### src/rtl/bus_pkg.sv
// Shared types and default address map for the CPU data-port interconnect.
package bus_pkg;

  typedef enum logic [1:0] {
    IDLE,
    BUSY,
    RESP
  } Bus_state_t;

  typedef enum logic {
    OP_READ  = 1'b0,
    OP_WRITE = 1'b1
  } Bus_op_t;

  localparam int unsigned BUS_ADDR_W = 32;
  localparam int unsigned BUS_DATA_W = 32;

  // Request as seen on the default 32-bit CPU data port.
  typedef struct packed {
    Bus_op_t                     op;
    logic [BUS_ADDR_W-1:0]       addr;
    logic [BUS_DATA_W-1:0]       data;
    logic [BUS_DATA_W/8-1:0]     mask;
  } Bus_req_t;

  localparam logic [BUS_ADDR_W-1:0] SRAM0_BASE  = 32'h8000_0000;
  localparam logic [BUS_ADDR_W-1:0] SRAM1_BASE  = 32'h8040_0000;
  localparam logic [BUS_ADDR_W-1:0] SRAM_MASK   = 32'h003f_ffff;
  localparam logic [BUS_ADDR_W-1:0] SERIAL_BASE = 32'hBFD0_03F8;
  localparam logic [BUS_ADDR_W-1:0] SERIAL_MASK = 32'h0000_0007;
  localparam logic [BUS_ADDR_W-1:0] VGA_BASE    = 32'hBA00_0000;
  localparam logic [BUS_ADDR_W-1:0] VGA_MASK    = 32'h00ff_ffff;

endpackage

### src/rtl/addr_decoder.sv
// Combinational address map lookup: hit flag, slave index and masked offset.
module addr_decoder #(
  parameter int unsigned NUM_SLAVES = 4,
  parameter int unsigned ADDR_W     = 32,
  parameter int unsigned SEL_W      = 2,
  parameter logic [NUM_SLAVES-1:0][ADDR_W-1:0] SLAVE_BASE = '0,
  parameter logic [NUM_SLAVES-1:0][ADDR_W-1:0] SLAVE_MASK = '0
) (
  input  logic [ADDR_W-1:0] addr_i,
  output logic              hit_o,
  output logic [SEL_W-1:0]  sel_o,
  output logic [ADDR_W-1:0] offset_o
);

  logic found;

  // First match in index order wins, so overlapping regions favour lower slaves.
  always_comb begin
    found    = 1'b0;
    sel_o    = '0;
    offset_o = '0;
    for (int unsigned i = 0; i < NUM_SLAVES; i++) begin
      if (!found && ((addr_i & ~SLAVE_MASK[i]) == SLAVE_BASE[i])) begin
        found    = 1'b1;
        sel_o    = SEL_W'(i);
        offset_o = addr_i & SLAVE_MASK[i];
      end
    end
  end

  assign hit_o = found;

endmodule

### src/rtl/bus_interconnect.sv
// Single-master, multi-slave registered request/acknowledge interconnect with
// configurable address map, error response for unmapped/illegal accesses and timeout.
module bus_interconnect
  import bus_pkg::*;
#(
  parameter int unsigned NUM_SLAVES = 4,
  parameter int unsigned ADDR_W     = 32,
  parameter int unsigned DATA_W     = 32,
  parameter logic [NUM_SLAVES-1:0][ADDR_W-1:0] SLAVE_BASE = '0,
  parameter logic [NUM_SLAVES-1:0][ADDR_W-1:0] SLAVE_MASK = {NUM_SLAVES{ADDR_W'(32'h000f_ffff)}},
  parameter int unsigned TIMEOUT_CYCLES = 255
) (
  input  logic                         clk,
  input  logic                         rst,
  input  logic                         m_read_op,
  input  logic                         m_write_op,
  input  logic [ADDR_W-1:0]            m_addr,
  input  logic [DATA_W-1:0]            m_data_write,
  input  logic [DATA_W/8-1:0]          m_byte_mask,
  output logic [DATA_W-1:0]            m_data_read,
  output logic                         m_ack,
  output logic                         m_err,
  output logic [NUM_SLAVES-1:0]        s_read_op,
  output logic [NUM_SLAVES-1:0]        s_write_op,
  output logic [ADDR_W-1:0]            s_addr,
  output logic [DATA_W-1:0]            s_data_write,
  output logic [DATA_W/8-1:0]          s_byte_mask,
  input  logic [NUM_SLAVES*DATA_W-1:0] s_data_read,
  input  logic [NUM_SLAVES-1:0]        s_ack
);

  localparam int unsigned SEL_W  = (NUM_SLAVES > 1) ? $clog2(NUM_SLAVES) : 1;
  localparam int unsigned CNT_W  = (TIMEOUT_CYCLES > 0) ? $clog2(TIMEOUT_CYCLES + 1) : 1;
  localparam int unsigned MASK_W = DATA_W / 8;
  localparam logic [CNT_W-1:0] CNT_LIMIT = CNT_W'(TIMEOUT_CYCLES);

  typedef struct packed {
    Bus_op_t             op;
    logic [ADDR_W-1:0]   addr;
    logic [DATA_W-1:0]   data;
    logic [MASK_W-1:0]   mask;
  } req_t;

  Bus_state_t          state_q, state_d;
  req_t                req_q, req_d;
  logic [SEL_W-1:0]    sel_q, sel_d;
  logic [CNT_W-1:0]    cnt_q, cnt_d;
  logic [DATA_W-1:0]   rdata_q, rdata_d;
  logic                err_q, err_d;

  logic                dec_hit;
  logic [SEL_W-1:0]    dec_sel;
  logic [ADDR_W-1:0]   dec_offset;

  logic                sel_ack;
  logic [DATA_W-1:0]   sel_rdata;
  logic [NUM_SLAVES-1:0] sel_onehot;

  addr_decoder #(
    .NUM_SLAVES (NUM_SLAVES),
    .ADDR_W     (ADDR_W),
    .SEL_W      (SEL_W),
    .SLAVE_BASE (SLAVE_BASE),
    .SLAVE_MASK (SLAVE_MASK)
  ) u_decoder (
    .addr_i   (m_addr),
    .hit_o    (dec_hit),
    .sel_o    (dec_sel),
    .offset_o (dec_offset)
  );

  // Only the selected slave's ack and data are visible; all others are ignored.
  always_comb begin
    sel_ack    = 1'b0;
    sel_rdata  = '0;
    sel_onehot = '0;
    for (int unsigned i = 0; i < NUM_SLAVES; i++) begin
      if (sel_q == SEL_W'(i)) begin
        sel_ack       = s_ack[i];
        sel_rdata     = s_data_read[i*DATA_W +: DATA_W];
        sel_onehot[i] = 1'b1;
      end
    end
  end

  always_comb begin
    state_d = state_q;
    req_d   = req_q;
    sel_d   = sel_q;
    cnt_d   = cnt_q;
    rdata_d = rdata_q;
    err_d   = err_q;

    case (state_q)
      IDLE: begin
        if (m_read_op || m_write_op) begin
          req_d.op   = m_write_op ? OP_WRITE : OP_READ;
          req_d.addr = dec_offset;
          req_d.data = m_data_write;
          req_d.mask = m_byte_mask;
          cnt_d      = '0;
          if ((m_read_op && m_write_op) || !dec_hit) begin
            err_d   = 1'b1;
            rdata_d = '0;
            state_d = RESP;
          end else begin
            err_d   = 1'b0;
            sel_d   = dec_sel;
            state_d = BUSY;
          end
        end
      end

      BUSY: begin
        // Ack is tested first so it wins over a coincident timeout.
        if (sel_ack) begin
          err_d = 1'b0;
          if (req_q.op == OP_READ) begin
            rdata_d = sel_rdata;
          end
          state_d = RESP;
        end else if ((TIMEOUT_CYCLES != 0) && (cnt_q == CNT_LIMIT)) begin
          err_d   = 1'b1;
          rdata_d = '0;
          state_d = RESP;
        end else if (cnt_q != '1) begin
          cnt_d = cnt_q + 1'b1;
        end
      end

      RESP: begin
        state_d = IDLE;
      end

      default: begin
        state_d = IDLE;
      end
    endcase
  end

  always_ff @(posedge clk or posedge rst) begin
    if (rst) begin
      state_q <= IDLE;
      req_q   <= '0;
      sel_q   <= '0;
      cnt_q   <= '0;
      rdata_q <= '0;
      err_q   <= 1'b0;
    end else begin
      state_q <= state_d;
      req_q   <= req_d;
      sel_q   <= sel_d;
      cnt_q   <= cnt_d;
      rdata_q <= rdata_d;
      err_q   <= err_d;
    end
  end

  // Strobes decode straight from registered state so reset removes them immediately.
  assign s_read_op    = ((state_q == BUSY) && (req_q.op == OP_READ))  ? sel_onehot : '0;
  assign s_write_op   = ((state_q == BUSY) && (req_q.op == OP_WRITE)) ? sel_onehot : '0;
  assign s_addr       = req_q.addr;
  assign s_data_write = req_q.data;
  assign s_byte_mask  = req_q.mask;

  assign m_ack       = (state_q == RESP);
  assign m_err       = (state_q == RESP) && err_q;
  assign m_data_read = rdata_q;

endmodule

### config.mk
export PLATFORM = sky130hd
export DESIGN_NAME = bus_interconnect
export DESIGN_NICKNAME = d
export VERILOG_FILES = /design/src/rtl/bus_pkg.sv /design/src/rtl/addr_decoder.sv /design/src/rtl/bus_interconnect.sv
export SDC_FILE = /design/constraint.sdc
export NUM_CORES = 1
export LEC_CHECK = 0
export ABC_AREA = 0
export CORE_MARGIN = 10
export CORE_UTILIZATION = 39
export CTS_BUF_LIST = sky130_fd_sc_hd__clkbuf_4 sky130_fd_sc_hd__clkbuf_8
export DETAILED_ROUTE_END_ITERATION = 10
export GPL_ROUTABILITY_DRIVEN = 0
export GPL_TIMING_DRIVEN = 0
export PLACE_DENSITY = 0.79
export SLEW_MARGIN = 20
export SYNTH_ARGS = -nofsm -noshare
export SYNTH_HDL_FRONTEND = slang
export SYNTH_HIERARCHICAL = 1
export SYNTH_SLANG_ARGS = --single-unit
### constraint.sdc
create_clock -name clk -period 3.5 [get_ports clk]
set_input_delay 0.35 -clock clk [delete_from_list [all_inputs] [get_ports clk]]
set_output_delay 0.35 -clock clk [all_outputs]
set_load 0.005 [all_outputs]
== Word-level counts from Yosys, hierarchy flattened ==
Index checks and enable logic that the tools add are counted.

* Bitwise gates (word level): 2
* Reduce and logical (&&, ||, !) cells: 23
* $add $sub $neg: 1
* Equality and inequality tests: 14
* Multiplexer cells: 47

{| class="wikitable"
|+ Operator list
! cell !! number
|-
| two-way mux 32 bit || 12
|-
| one-hot mux 32 bit (2 select lines) || 1
|-
| logical NOT 32 bit || 1
|-
| two-way mux 8 bit || 4
|-
| two-way mux 20 bit || 1
|-
| two-way mux 1 bit || 18
|-
| one-hot mux 8 bit (2 select lines) || 1
|-
| two-way mux 2 bit || 6
|-
| != test 2 bit (second input constant) || 5
|-
| AND reduction 5 bit || 2
|-
| adder 8 x 1 -> 8 bit (second input constant) || 1
|-
| equality test 8 bit (second input constant) || 1
|-
| two-way mux 4 bit || 2
|-
| != test 8 bit (second input constant) || 1
|-
| logical AND 1 bit || 7
|-
| equality test 2 bit (second input constant) || 3
|-
| != test 3 bit (second input constant) || 2
|-
| AND reduction 3 bit || 2
|-
| equality test 2 x 1 -> 1 bit (second input constant) || 2
|-
| logical NOT 1 bit || 4
|-
| logical NOT 2 bit || 2
|-
| one-hot mux 2 bit (2 select lines) || 1
|-
| AND reduction 2 bit || 2
|-
| logical OR 1 bit || 2
|-
| other kinds (3) || 4
|}

* Register bits: 114
* Input port bits: 204
* Word-level logic and storage cells: 96
* Output and inout port bits: 110

== Logic depth before layout (Yosys ltp) ==
Gate-level depths: netlist (run 1).

* Depth after elaboration: 16
* Gate-level depth with buffers: 8
* Mapped depth without buffers: 6

== Modules after synthesis ==
The synthesis (run 1) kept the hierarchy.

{| class="wikitable"
|+ Modules (own cells, without submodules)
! module !! times used !! cells each !! seq. area each (um^2) !! area each (um^2)
|-
| bus_interconnect || 1 || 597 || 2852.7 || 6248.5
|-
| addr_decoder || 1 || 71 || 0.0 || 655.6
|}

== Worst setup path before layout (run 1) ==
OpenSTA, ideal clock, no wires.

* Path type: input-to-reg
* Start point: in m_addr[31]
* End point: reg rdata_q[0] (netlist: m_data_read[0])
* Stages: 8
* Setup time: 125 ps
* Arrival: 2313 ps
* Setup slack: 1062 ps
* Required time: 3375 ps
* Path buffers: 2
* Path through: or4_4 buf_4 nor3_1 a21boi_0 nand2_1 nand4_4 buf_12 mux2_4

* Word-level cells in the longest chain between the ends: 15

{| class="wikitable"
|+ RTL lines
! item !! line !! text
|-
| start, declared || bus_interconnect.sv:17 || <nowiki>input logic [ADDR_W-1:0] m_addr,</nowiki>
|-
| logical NOT 32 bit * || addr_decoder.sv:23 || <nowiki>if (!found && ((addr_i & ~SLAVE_MASK[i]) == SLAVE_BASE[i])) begin</nowiki>
|-
| two-way mux 1 bit || addr_decoder.sv:23 ||
|-
| logical NOT 1 bit || addr_decoder.sv:23 ||
|-
| logical AND 1 bit || addr_decoder.sv:23 ||
|-
| two-way mux 1 bit || addr_decoder.sv:23 ||
|-
| logical NOT 1 bit || addr_decoder.sv:23 ||
|-
| logical AND 1 bit || addr_decoder.sv:23 ||
|-
| two-way mux 1 bit || addr_decoder.sv:23 ||
|-
| logical NOT 1 bit || addr_decoder.sv:23 ||
|-
| logical AND 1 bit || addr_decoder.sv:23 ||
|-
| two-way mux 1 bit * || addr_decoder.sv:23 ||
|-
| named net dec_hit || bus_interconnect.sv:51 || <nowiki>logic dec_hit;</nowiki>
|-
| logical NOT 1 bit * || bus_interconnect.sv:102 || <nowiki>if ((m_read_op && m_write_op) || !dec_hit) begin</nowiki>
|-
| logical OR 1 bit * || bus_interconnect.sv:102 ||
|-
| != test 2 bit (no line) * || n/a ||
|-
| AND reduction 5 bit (no line) * || n/a ||
|-
| end signal, assigned || bus_interconnect.sv:154 || <nowiki>rdata_q <= rdata_d;</nowiki>
|-
| end, declared || bus_interconnect.sv:48 || <nowiki>logic [DATA_W-1:0] rdata_q, rdata_d;</nowiki>
|}

Mark *: on every way through the listed nets, which the timed path passes. The rest lies on a longest branch.
A chain may end at the register's enable or synchronous reset.

== Worst setup path after layout (run 1) ==
* Start point: reg state_q[0]
* End point: out s_read_op[2]

* Word-level cells in the longest chain between the ends: 3

{| class="wikitable"
|+ RTL lines
! item !! line !! text
|-
| start, declared || bus_interconnect.sv:44 || <nowiki>Bus_state_t state_q, state_d;</nowiki>
|-
| start signal, assigned || bus_interconnect.sv:150 || <nowiki>state_q <= state_d;</nowiki>
|-
| equality test 2 x 1 -> 1 bit || bus_interconnect.sv:160 || <nowiki>assign s_read_op = ((state_q == BUSY) && (req_q.op == OP_READ)) ? sel_onehot : '0;</nowiki>
|-
| logical AND 1 bit || bus_interconnect.sv:160 ||
|-
| two-way mux 4 bit || bus_interconnect.sv:160 ||
|-
| end, declared || bus_interconnect.sv:23 || <nowiki>output logic [NUM_SLAVES-1:0] s_read_op,</nowiki>
|}

Every way passes these cells.

==> results.md, run 1 <==
* Area of placed instances at 10400 um^2
* Setup TNS at 0 ns
* R2r setup slk at 1.19 ns
* ANT nets after route at 0
* RR Endpoint: m_data_read[13]
* Post-synth EDFFs at 0
* Max-cap viol count at 0
* Die Span X at 153 um
* CTS H-tree lvls at 4
* Final hold violations at 0
* Worst hold path type: in -> async
* Area delta synth->final at 57.0%
* Async S/R FF share, synth at 100%
* Slowest CP cell: clkdlybuf4s50_1
* Achievable clock frequency at 0.325 GHz
* Crit Path Max Fanout at 10
* CTS Root Cell: clkbuf_8
* Number of port buffers at 313
* Yosys cell types at 42
* Clk slew on worst S/H paths at 0.08 ns
* Initial antenna violation count at 0
* CTS max path bufs at 2
* Largest net degree at the start of global routing at 60
* Overflow after GRT at 0
* CP endpoint kind: output port
* Critical path's largest stage delay at 0.56 ns
* Seq cells post-synth at 114
* Power Density at 356 nW/um^2
* Fin. max-slew vios at 0
* Initial core utilization at 39.9%
* Power Total at 0.00386 W
* Worst EP required at 3.15 ns
* First-pass GRT wire length at 36000 um
* Initial DRC count at 238
* Reg2Reg Depth at 6
* Final setup violation count at 0
* Routed wire length at 23300 um
* Crit path DAT at 2.72 ns
* Detailed placer's ending HPWL at 19000 um
* Post-CTS setup buffer count at 0
* Status: complete, no violations
* Final Non-Filler Cells at 1252
* Worst clock skew at 0.00781 ns
* Delay-heaviest family, CP: buffers and inverters
* Crit start category: flip-flop
* Final Cycle Share at 87.8%
* CTS Buf Count at 17
* Total GRT Usage at 19.4%
* Crit Path Category: reg -> out
* Final min period at 3.07 ns
* Syn Area/Cell at 10.3 um^2
* Nets at 1219
* Reg-to-Reg Start: sel_q[0]
* I/O pin cnt at 314
* Die Area at 23400 um^2
* TritonCTS clock tree: done
* Post-placement cell count at 1220
* Cell Chain, Critical Path: nor2b_1 -> clkbuf_1 -> nand2_1 -> nor3_1 -> clkdlybuf4s50_1
* Residual DRC at 0
* Number of gates resized after CTS at 0
* CORE AREA at 17300 um^2
* Post-route cell area at 10800 um^2
* Post-synthesis sequential area ratio at 41.3%
* Leakage at 4.91 nW
* Vias per std cell at 4.84
* CP Buf/Inv Count at 2
* Worst Setup SP: state_q[0]
* Top FF cell, synth: dfrtp_1
* Clock sink total at 114
* TritonRoute pass-1 iters at 4
* Die Y at 153 um
* RSZ-0062 raised after global routing: no
* Post-Syn Instances at 668
* Wire length per cell at 18.6 um
* Peak VDD IR at 202 uV
* Crit. path cell count at 5
* Vias in the first global route at 6248
* Worst slew margin at 45.8%
* Synth Warn # at 6
* Mapped Area at 6900 um^2
* Site Rows at 48
* Clock Latency Late Sink at 0.43 ns
* Fraction of layout cells with a size suffix above 1 at 21.7%
* Vias post-DR at 6054
* N_diodes at 0
* Measured slew at the worst slew-check pin at 0.808 ns
* Cts hold-fix bufs at 0
## power by group
part / switching (W) / internal (W)
clock: 0.000610 / 0.000784
combinational: 0.000363 / 0.000624
sequential: 0.0000591 / 0.00142
total: 0.00103 / 0.00283
## state kept, by name, summed over array words and instances (netlist names)
name and flops:
cnt_q 8, err_q 1, m_data_read 32, req_q 1, s_addr 32, s_byte_mask 4
s_data_write 32, sel_q 2, state_q 2
## synthesized netlist by cell type (all sizes together), types with 5 or more instances
cell / instances / area share (%)
nand2: 217 / 12
dfrtp: 114 / 41
buf: 97 / 11
mux2: 36 / 7.5
and3: 34 / 3.1
mux4: 33 / 11
clkbuf: 32 / 1.7
nor4: 23 / 3.8
or4b: 20 / 2.9
nor2: 8 / 0.43
or4: 6 / 0.76
nand2b: 5 / 0.45
## per-stage QoR
step                      hold slack (ns)  worst slack [ns]  util [%]
after detailed placement            0.463             0.130      60.1
final                               0.383             0.427      62.7
after global routing                0.399             0.291      62.7
after CTS                           0.388             0.453      62.7
after floorplan                     0.447             0.134         -
after global placement              0.459             -1.68      59.9
## placed cells by master, fill, tap and decap left out, types with 5 or more instances in the layout
master             n
clkbuf_8          17
buf_4             84
buf_2              6
nor4_2            19
mux2_4            30
clkdlybuf4s50_1  313
mux4_2            33
nor2_1             8
dfrtp_1          114
clkbuf_1          32
or4b_1            19
nand2b_1           5
and3_1            34
nand2_1          217
mux2_2             6
conb_1            14
## cell type report
cell class              count  area (um^2)
plain buffers             129          878
clock buffers              17          234
clock inverters            15          208
fillers                  1431         6450
inverters                   2         12.5
multi-input cells         436         3210
flip-flops and latches    114         2850
well taps                 225          282
repair buffers            314         3160
## per-layer routing
metal / share of wire (%) / global-route usage, %
met1: 40 / 21.7
met2: 51 / 33.5
met3: 8.0 / 7.44
met4: 1.6 / 5.31
met5: 0 / 0
## worst max path at each step
stage / slack (ns) / end
5_1_grt: 0.29 / s_read_op[2]
3_5_place_dp: 0.13 / m_data_read[6]
6_report: 0.43 / s_read_op[2]
4_1_cts: 0.45 / s_read_op[2]
3_3_place_gp: -1.68 / m_data_read[1]
2_1_floorplan: 0.13 / cnt_q[0]
## cells by family after synthesis
logic type	count (synthesis)	share of synthesized area [%]
adders and majority gates	1	0.181
buffers and inverters	131	12.8
muxes	73	18.8
DFF	114	41.3
AOI/OAI and AO/OA	20	1.99
other	1	0.0543
and+or+nand+nor	328	24.8
## worst reg2reg max path, delay by kind of cell, from the launching register on
kind / cells / cell delay, ns
and+or+nand+nor: 1 / 0.20
DFF: 1 / 0.34
muxes: 2 / 0.82
buffers and inverters: 3 / 0.85
No activity file was read; power rests on OpenSTA's default activity.
==> run 2, diff against run 1 <==
--- a/config.mk
+++ b/config.mk
@@ -6,7 +6,7 @@
 export NUM_CORES = 1
 export LEC_CHECK = 0
 export ABC_AREA = 0
-export CORE_MARGIN = 10
+export CORE_MARGIN = 5
 export CORE_UTILIZATION = 39
 export CTS_BUF_LIST = sky130_fd_sc_hd__clkbuf_4 sky130_fd_sc_hd__clkbuf_8
 export DETAILED_ROUTE_END_ITERATION = 10
==> results.md, run 2 (synthesized netlist as in run 1, its figures left out) <==
* Status: complete, no violations
* Vias per std cell at 4.76 (-1.6%)
* Critical path's largest stage delay at 0.55 ns (about the same)
* Met3 usage at 6.56% (-0.87 points)
* Die Span X at 143 um (-6.5%)
* Part of the power in the clock network at 34.2% (-1.9 points)
* Commonest cells after routing, fill and taps aside: clkdlybuf4s50_1, nand2_1, dfrtp_1, buf_4, and3_1
* ANT nets after route at 0 (unchanged)
* CTS Buf Count at 17 (unchanged)
* Initial core utilization at 39.8% (-0.14 points)
* Measured slew at the worst slew-check pin at 0.833 ns (+0.0245 ns)
* First-pass GRT wire length at 32400 um (-10%)
* Worst slew margin at 44.1% (-1.6 points)
* Clock Latency Late Sink at 0.43 ns (about the same)
* Power Total at 0.00373 W (-3.2%)
* Cts hold-fix bufs at 0 (unchanged)
* Nets at 1219 (unchanged)
* Combinational cell fraction of total power at 26.3% (+0.7 points)
* Pint at 0.00278 W (-1.5%)
* Power Density at 346 nW/um^2 (-2.9%)
* RSZ-0062 raised after global routing: no
* Total GRT Usage at 20.2% (+0.83 points)
* Switching power at 0.000950 W (-7.9%)
* RR Endpoint: m_data_read[12]
* Wire length per cell at 16.7 um (-10%)
* Max-cap viol count at 0 (unchanged)
* Switching share of power at 25.4% (-1.3 points)
* Fraction of layout cells with a size suffix above 1 at 21.6% (-0.076 points)
* GRT met2 Usage at 34.8% (+1.3 points)
* Reg power frac at 39.6% (+1.3 points)
* Clk slew on worst S/H paths at 0.07 ns (about the same)
* Die Area at 20500 um^2 (-13%)
* Clock sink total at 114 (unchanged)
* Crit path DAT at 2.62 ns (-0.10 ns)
* Reg-to-Reg Start: sel_q[0]
* CP Buf/Inv Count at 2 (unchanged)
* Peak VDD IR at 225 uV (+12%)
* Leakage at 4.91 nW (about the same)
* Worst EP required at 3.15 ns (about the same)
* TritonRoute pass-1 iters at 4 (unchanged)
* Reg2Reg Depth at 6 (unchanged)
* Vias in the first global route at 6181 (-1.1%)
* GR Util met1 at 23.3% (+1.6 points)
* WHS at 0.314 ns (-0.0697 ns)
* Delay-heaviest family, CP: buffers and inverters
* Final min period at 2.97 ns (-0.105 ns)
* Crit Path Max Fanout at 10 (unchanged)
* CP endpoint kind: output port
* Final hold violations at 0 (unchanged)
* Final Cycle Share at 84.8% (-3.0 points)
* CTS H-tree lvls at 4 (unchanged)
* Number of gates resized after CTS at 0 (unchanged)
* CORE AREA at 17400 um^2 (+0.35%)
* R2r setup slk at 1.16 ns (-0.03 ns)
* Post-placement cell count at 1220 (unchanged)
* Slowest CP cell: clkdlybuf4s50_1
* Worst clock skew at 0.0108 ns (+0.00296 ns)
* TritonCTS clock tree: done
* Fin. max-slew vios at 0 (unchanged)
* Post-CTS setup buffer count at 0 (unchanged)
* Worst hold path type: in -> async
* Overflow after GRT at 0 (unchanged)
* Crit Path Category: reg -> out
* Vias post-DR at 5955 (-1.6%)
* Number of port buffers at 313 (unchanged)
* Achievable clock frequency at 0.337 GHz (+3.5%)
* Most common cell after layout, fill and taps aside: clkdlybuf4s50_1
* Detailed placer's ending HPWL at 16700 um (-12%)
* Site Rows at 48 (unchanged)
* Global route hottest layer: met2
* Die Y at 143 um (-6.5%)
* CTS max path bufs at 2 (unchanged)
* Initial antenna violation count at 0 (unchanged)
* Area delta synth->final at 56.5%
* Worst Setup SP: state_q[0]
* Residual DRC at 0 (unchanged)
* I/O pin cnt at 314 (unchanged)
* CTS Root Cell: clkbuf_8
* Routed wire length at 20900 um (-10%)
* Largest net degree at the start of global routing at 73 (+22%)
* Crit. path cell count at 5 (unchanged)
* Setup TNS at 0 ns (unchanged)
* Initial DRC count at 258 (+8.4%)
* Crit start category: flip-flop
* N_diodes at 0 (unchanged)
* Cell Chain, Critical Path: nor2b_1 -> clkbuf_1 -> nand2_1 -> nor3_1 -> clkdlybuf4s50_1
* Final Non-Filler Cells at 1251 (-0.080%)
* Final setup violation count at 0 (unchanged)
==> run 2: cell types whose count changed in the layout (fill, tap and decap cells not counted) <==
cell / previous run / this run
inv_6: 4 / 1
clkinv_4: 3 / 2
clkbuf_8: 17 / 18
bufinv_16: 4 / 3
clkinv_2: 1 / 4
clkinvlp_4: 4 / 1
clkbuf_4: 0 / 3
==> run 2: worst max path at each step <==
stage / slack (ns) / end
6_report: 0.53 / s_read_op[2]
5_1_grt: 0.30 / s_read_op[2]
4_1_cts: 0.50 / s_read_op[2]
3_5_place_dp: 0.19 / m_data_read[6]
3_3_place_gp: -1.66 / m_data_read[2]
2_1_floorplan: 0.13 / cnt_q[0]
==> run 2: metal layers <==
layer	vias to the layer above	routed length, um
met3	44	1860
met1	2792	7960
met5	-	0
li1	2894	-
met4	0	652
met2	225	10400
==> run 2: final cells by class <==
class,instances,area [um^2]
clock buffers,21,270
multi-input cells,436,3210
fillers,1463,6550
well taps,225,282
flip-flops and latches,114,2850
inverters,2,12.5
plain buffers,129,878
clock inverters,10,135
repair buffers,314,3160
==> run 2: power groups by stage <==
stage	combinational, W	clock, W	sequential (W)
after floorplan	0.000453	0	0.00149
after global placement	0.000976	0	0.00150
after detailed placement	0.000993	0	0.00150
after CTS	0.000997	0.00131	0.00148
after global routing	0.00106	0.00137	0.00149
final	0.000981	0.00128	0.00148
==> run 2: metrics by stage <==
stage | util (%) | setup slack [ns] | area, um^2
6_report | 62.3 | 0.532 | 10800
5_1_grt | 62.3 | 0.296 | 10800
2_1_floorplan | - | 0.134 | 6950
3_5_place_dp | 59.9 | 0.186 | 10400
3_3_place_gp | 59.7 | -1.66 | 10400
4_1_cts | 62.3 | 0.503 | 10800
==> run 3, diff against run 2 <==
==> constraint.sdc (replaced) <==
create_clock -name clk -period 2.7 [get_ports clk]
set_input_delay 0.27 -clock clk [delete_from_list [all_inputs] [get_ports clk]]
set_output_delay 0.27 -clock clk [all_outputs]
set_load 0.005 [all_outputs]
==> results.md, run 3 (synthesized netlist as in run 1, its figures left out) <==
* Status: complete, no violations
* RR Endpoint: m_data_read[8]
* Nets at 1222 (+0.25%)
* Detailed placer's ending HPWL at 17200 um (+2.9%)
* Fraction of layout cells with a size suffix above 1 at 22.4% (+0.79 points)
* Die Area at 20500 um^2 (unchanged)
* Achievable clock frequency at 0.393 GHz
* Layout Utilization at 62.8% (+0.50 points)
* Measured slew at the worst slew-check pin at 0.862 ns (+0.0291 ns)
* Reg-to-Reg Start: sel_q[0]
* Final setup violation count at 0 (unchanged)
* Crit Path Max Fanout at 10 (unchanged)
* Post-CTS setup buffer count at 0 (unchanged)
* Most common cell after layout, fill and taps aside: clkdlybuf4s50_1
* Reg2Reg Depth at 6 (unchanged)
* TritonCTS clock tree: done
* Initial core utilization at 39.8% (unchanged)
* Worst slew margin at 42.2% (-2.0 points)
* Post-Place Setup Slack at -0.569 ns (-0.756 ns)
* Slowest CP cell: or4_4
* CTS Root Cell: clkbuf_8
* Final Cycle Share at 94.3%
* CORE AREA at 17400 um^2 (unchanged)
* Commonest cells after routing, fill and taps aside: clkdlybuf4s50_1, nand2_1, dfrtp_1, buf_4, and3_1
* Largest net degree at the start of global routing at 31 (-58%)
* Vias post-DR at 6009 (+0.91%)
* Crit Path Category: in -> reg
* Die Y at 143 um (unchanged)
* Setup TNS at 0 ns (unchanged)
* Number of port buffers at 313 (unchanged)
* RSZ-0062 raised after global routing: no
* Worst clock skew at 0.0151 ns (+0.00437 ns)
* Peak VDD IR at 277 uV (+23%)
* Wire length per cell at 16.8 um (+0.78%)
* Clock sink total at 114 (unchanged)
* Routed wire length at 21100 um (+1.1%)
* CTS max path bufs at 2 (unchanged)
* CTS H-tree lvls at 4 (unchanged)
* Worst Setup SP: m_addr[31]
* Final hold violations at 0 (unchanged)
* Clk slew on worst S/H paths at 0.08 ns (about the same)
* Die Span X at 143 um (unchanged)
* Residual DRC at 0 (unchanged)
* Power Density at 449 nW/um^2 (+30%)
* Crit start category: input port
* Site Rows at 48 (unchanged)
* Final min period at 2.55 ns
* R2r setup slk at 0.34 ns (-0.82 ns)
* Critical path's largest stage delay at 0.55 ns (about the same)
* Clock Latency Late Sink at 0.44 ns (about the same)
* ANT nets after route at 0 (unchanged)
* Crit path DAT at 2.87 ns (+0.25 ns)
* Worst hold path type: in -> async
* First-pass GRT wire length at 32800 um (+1.3%)
* CTS Buf Count at 17 (unchanged)
* Worst EP required at 3.02 ns (-0.13 ns)
* Fin. max-slew vios at 0 (unchanged)
* Total GRT Usage at 20.6% (+0.37 points)
* Leakage at 4.93 nW (+0.47%)
* Initial DRC count at 239 (-7.4%)
* Overflow after GRT at 0 (unchanged)
* Max-cap viol count at 0 (unchanged)
* Vias per std cell at 4.79 (+0.59%)
* Vias in the first global route at 6194 (+0.21%)
* N_diodes at 0 (unchanged)
* Area delta synth->final at 57.8%
* Initial antenna violation count at 0 (unchanged)
* I/O pin cnt at 314 (unchanged)
* Final setup margin at 0.153 ns (-0.379 ns)
* CP endpoint kind: flip-flop
* Cell Chain, Critical Path: clkdlybuf4s50_1 -> or4_4 -> buf_4 -> nor3_1 -> a21boi_2 -> nand2_1 -> nand4_4 -> buf_12 -> mux2_4
* TritonRoute pass-1 iters at 4 (unchanged)
* Power Total at 0.00490 W (+31%)
[run 3: repair_timing]
action / 4_1_cts / 5_1_grt
hold buffers: 0 / 0
cloned: 0 / 0
endpoints found under the setup margin: 34 / 34
gates resized for setup: 4 / 3
[run 3: cell type report]
cell class,instances,area (um^2)
buffer,129,881
clock buffer,17,234
clock inverter,15,184
fill,1468,6460
inverter,2,11.3
multi-input combinational,436,3230
sequential,114,2850
tap,225,282
timing repair buffer,317,3220
[run 3: per-layer routing]
metal / vias to the layer above / wire length [um] / GRT usage (%)
li1: 2909 / - / -
met1: 2849 / 8030 / 23.5
met2: 219 / 10900 / 36.6
met3: 32 / 1850 / 6.46
met4: 0 / 381 / 6.55
met5: - / 0 / 0
[run 3: critical path: cells and delay by family]
family | cells | cell delay, ns
muxes | 1 | 0.31
AOI/OAI and AO/OA | 1 | 0.31
and+or+nand+nor | 4 | 1.19
buffers and inverters | 3 | 0.78
[run 3: how the worst max path moves through the flow]
stage / to / slack, ns / cells after the start
detailed placement: m_data_read[2] / -0.57 / 9
finish: m_data_read[18] / 0.15 / 9
global placement: m_data_read[1] / -0.56 / 9
CTS: s_read_op[2] / 0.002 / 5
floorplan: m_data_read[0] / 0.34 / 8
global route: s_read_op[0] / 0.04 / 4
[run 3: power by group]
group          internal, W  switching [W]  total, W  leakage, nW
clock network     0.000920       0.000773   0.00169        0.203
logic             0.000817       0.000465   0.00128         3.23
registers          0.00184      0.0000797   0.00192         1.50
total              0.00358        0.00132   0.00490         4.93
[run 3: through the flow]
step | hold WS, ns | instances | cell area, um^2
6_report | 0.137 | 1255 | 10900
5_1_grt | 0.118 | 1255 | 10900
4_1_cts | 0.108 | 1255 | 10900
3_5_place_dp | 0.463 | 1223 | 10500
3_3_place_gp | 0.459 | 1219 | 10400
2_1_floorplan | 0.375 | 681 | 6960
==> edit, RTL diff (config.mk and constraints of run 3) <==
Put a register stage on the output `m_err`, without a reset. The value now appears one clock later. The other outputs are not delayed to match.
--- a/src/rtl/bus_interconnect.sv
+++ b/src/rtl/bus_interconnect.sv
@@ -164,7 +164,9 @@
   assign s_byte_mask  = req_q.mask;
 
   assign m_ack       = (state_q == RESP);
-  assign m_err       = (state_q == RESP) && err_q;
+  always_ff @(posedge clk) begin
+    m_err <= (state_q == RESP) && err_q;
+  end
   assign m_data_read = rdata_q;
 
 endmodule
Behaviour: not the same (Yosys sat finds a counterexample within 4 cycles, from zero or initial values and one cycle with rst high).
==> edit against run 3 <==
Power fell by 5.4%; worst setup slack improved by 0.031 ns; sequential cell count rose by 1; count of clock-buffer cells in the layout rose by 7; largest power group unchanged; area after synthesis fell by 2.9%; wire length rose by 2.7%; worst hold slack improved by 0.040 ns; cell area fell by 2.3%; via count rose by 4.9%.
==> edit: results (changes against run 3) <==
** Timing
- The clock skew after layout was 0.00718 ns (-0.00796 ns).
- Final Hold Viols :: 0 (unchanged)
- Worst-Margin Slew :: 1.05 ns (+0.189 ns)
- The worst hold margin came to 0.177 ns (+0.0399 ns).

** Clock tree
- The TritonCTS buffer count was 17 (unchanged).
- Clock root buffer :: sky130_fd_sc_hd__clkbuf_8
- Clock latency on the worst-skew pair, taken at its later pin, is 0.43 ns.
- H-tree level count :: 4 (unchanged)
- Clock-pin slew was measured on the worst setup and hold paths at approximately 0.070 ns.
- Buffer levels on the longest clock path :: 2 (unchanged)
- The post-CTS setup buffer count came to 0 (unchanged).

** Placement
- Post-detailed-placement half-perimeter wirelength :: 17.2 mm (about the same)
- The number of input and output port buffers inserted came to 313 (unchanged).

** Layout
- Fraction of final layout cells sized beyond drive strength 1 :: 0.178 (-0.0466)
- Total Nets Final :: 1252 (+2.5%)
- The number of diodes added for antenna fixing came to 0 (unchanged).

** Global route
- Overall routing resource usage :: 0.215 (+0.00902)
- Vias in the first global route :: 6311 (+1.9%)
- The initial antenna violation count is 0 (unchanged).
- The first-pass GRT wire length is 33.5 mm (+2.2%).
- The largest net degree at the start of global routing came to 33 (+6.5%).

** Detailed routing
- Number of iterations in the first detailed-routing pass :: 5 (+1)
- The violation count after the first detailed-route iteration is 341 (+43%).
- The final routed wirelength across all metal layers is 21.7 mm (+2.7%).
- The number of vias per cell after detailed routing was 4.91 (+2.6%).

** Setup path
- The length in cells of the worst reg-to-reg path was 6 (unchanged).
- Longest individual stage delay on the worst path :: 0.52 ns (-0.03 ns)
- The worst register-to-register path ends at m_data_read[10].
- The arrival time at the worst endpoint was 2.25 ns (-0.62 ns).
- The minimum setup slack among reg-to-reg paths came to 0.41 ns (+0.07 ns).
- The startpoint identified for the worst register-to-register timing path is sel_q[0].
- The slowest stage of the critical path is the sky130_fd_sc_hd__clkdlybuf4s50_1 cell.
- Critical path's top delay family :: buffers and inverters
- The maximum fanout encountered on the critical timing path was 10 (unchanged).

** Run status
- Run status :: finished, final reports clean

** Synth
- Distinct cells, synth :: 42 (unchanged)
- Post-Synthesis Mean Instance Area :: 9.58 µm² (-7.3%)
- Sequential-to-total area share from yosys stat :: 0.428 (+0.0152)
- Synth async-reset ratio :: 0.991 (-0.00870)
- In the post-synthesis netlist, the biggest area contributors are sky130_fd_sc_hd__dfrtp_1 (43%), sky130_fd_sc_hd__nand2_1 (12%), sky130_fd_sc_hd__mux4_2 (11%).
- Top cells by count, synth :: sky130_fd_sc_hd__nand2_1 (216), sky130_fd_sc_hd__dfrtp_1 (114), sky130_fd_sc_hd__buf_4 (84)
- Syn. warnings :: 6 (unchanged)
- Commonest register cell after synthesis :: sky130_fd_sc_hd__dfrtp_1

** Power and ir drop
- The static leakage was 4.54 nW (-7.9%).
- Max rail drop VDD :: 0.267 mV (-3.7%)

** Min path
- Class of the tightest hold or removal check :: in -> async
## edit: through the flow
| stage | instance area [µm²] | setup TNS (ns) | cells | total power [mW] | setup slack [ns] |
|---|---|---|---|---|---|
| 2_1_floorplan | 6760 | 0 | 713 | 2.47 | 0.697 |
| 3_3_place_gp | 10200 | -18.42 | 1251 | 3.13 | -0.215 |
| 3_5_place_dp | 10300 | -2.72 | 1256 | 3.18 | -0.121 |
| 4_1_cts | 10600 | 0 | 1284 | 4.68 | 0.0541 |
| 5_1_grt | 10600 | 0 | 1283 | 4.88 | 0.0389 |
| 6_report | 10600 | 0 | 1283 | 4.63 | 0.185 |
## edit: what timing repair did
action | in CTS | in global routing
resized for setup | 7 | 2
setup endpoints to repair | 8 | 4
hold buffers | 0 | 0
pin swaps | 0 | 0
gates cloned | 0 | 0
## edit: how the worst max path moves through the flow
stage,depth (start not counted),slack [ns],start,endpoint
2_1_floorplan,6,0.70,m_addr[31],sel_q[0]
3_3_place_gp,5,-0.21,m_read_op,sel_q[1]
3_5_place_dp,9,-0.12,m_addr[31],m_data_read[26]
4_1_cts,6,0.05,state_q[1],s_write_op[3]
5_1_grt,6,0.04,state_q[1],s_write_op[3]
6_report,6,0.18,state_q[1],s_write_op[3]
## edit: logic make-up after synthesis
| family | Yosys count | share of synthesized area |
|---|---|---|
| AOI/OAI and AO/OA | 83 | 0.0853 |
| adders and majority gates | 1 | 0.00187 |
| buffers and inverters | 169 | 0.144 |
| DFF | 115 | 0.428 |
| muxes | 39 | 0.120 |
| other | 1 | 0.000559 |
| and+or+nand+nor | 292 | 0.219 |
## edit: per-layer routing
| metal | vias to the layer above | share of wire | track usage |
|---|---|---|---|
| li1 | 3012 | - | - |
| met1 | 3025 | 0.42 | 0.288 |
| met2 | 238 | 0.49 | 0.340 |
| met3 | 29 | 0.076 | 0.0600 |
| met4 | 0 | 0.019 | 0.0632 |
| met5 | - | 0 | 0 |
## edit: power breakdown
part / total [mW] / switching, mW / leakage [nW] / internal, mW
registers: 1.93 / 0.0715 / 1.51 / 1.86
logic: 1.21 / 0.439 / 2.84 / 0.773
clock network: 1.49 / 0.669 / 0.196 / 0.823
## edit: layout make-up
class | count | area (µm²)
fillers | 1457 | 6420
repair buffers | 318 | 3230
multi-input cells | 429 | 2930
flip-flops and latches | 115 | 2870
plain buffers | 131 | 832
clock buffers | 24 | 305
well taps | 225 | 282
inverters | 35 | 135
clock inverters | 6 | 55.1
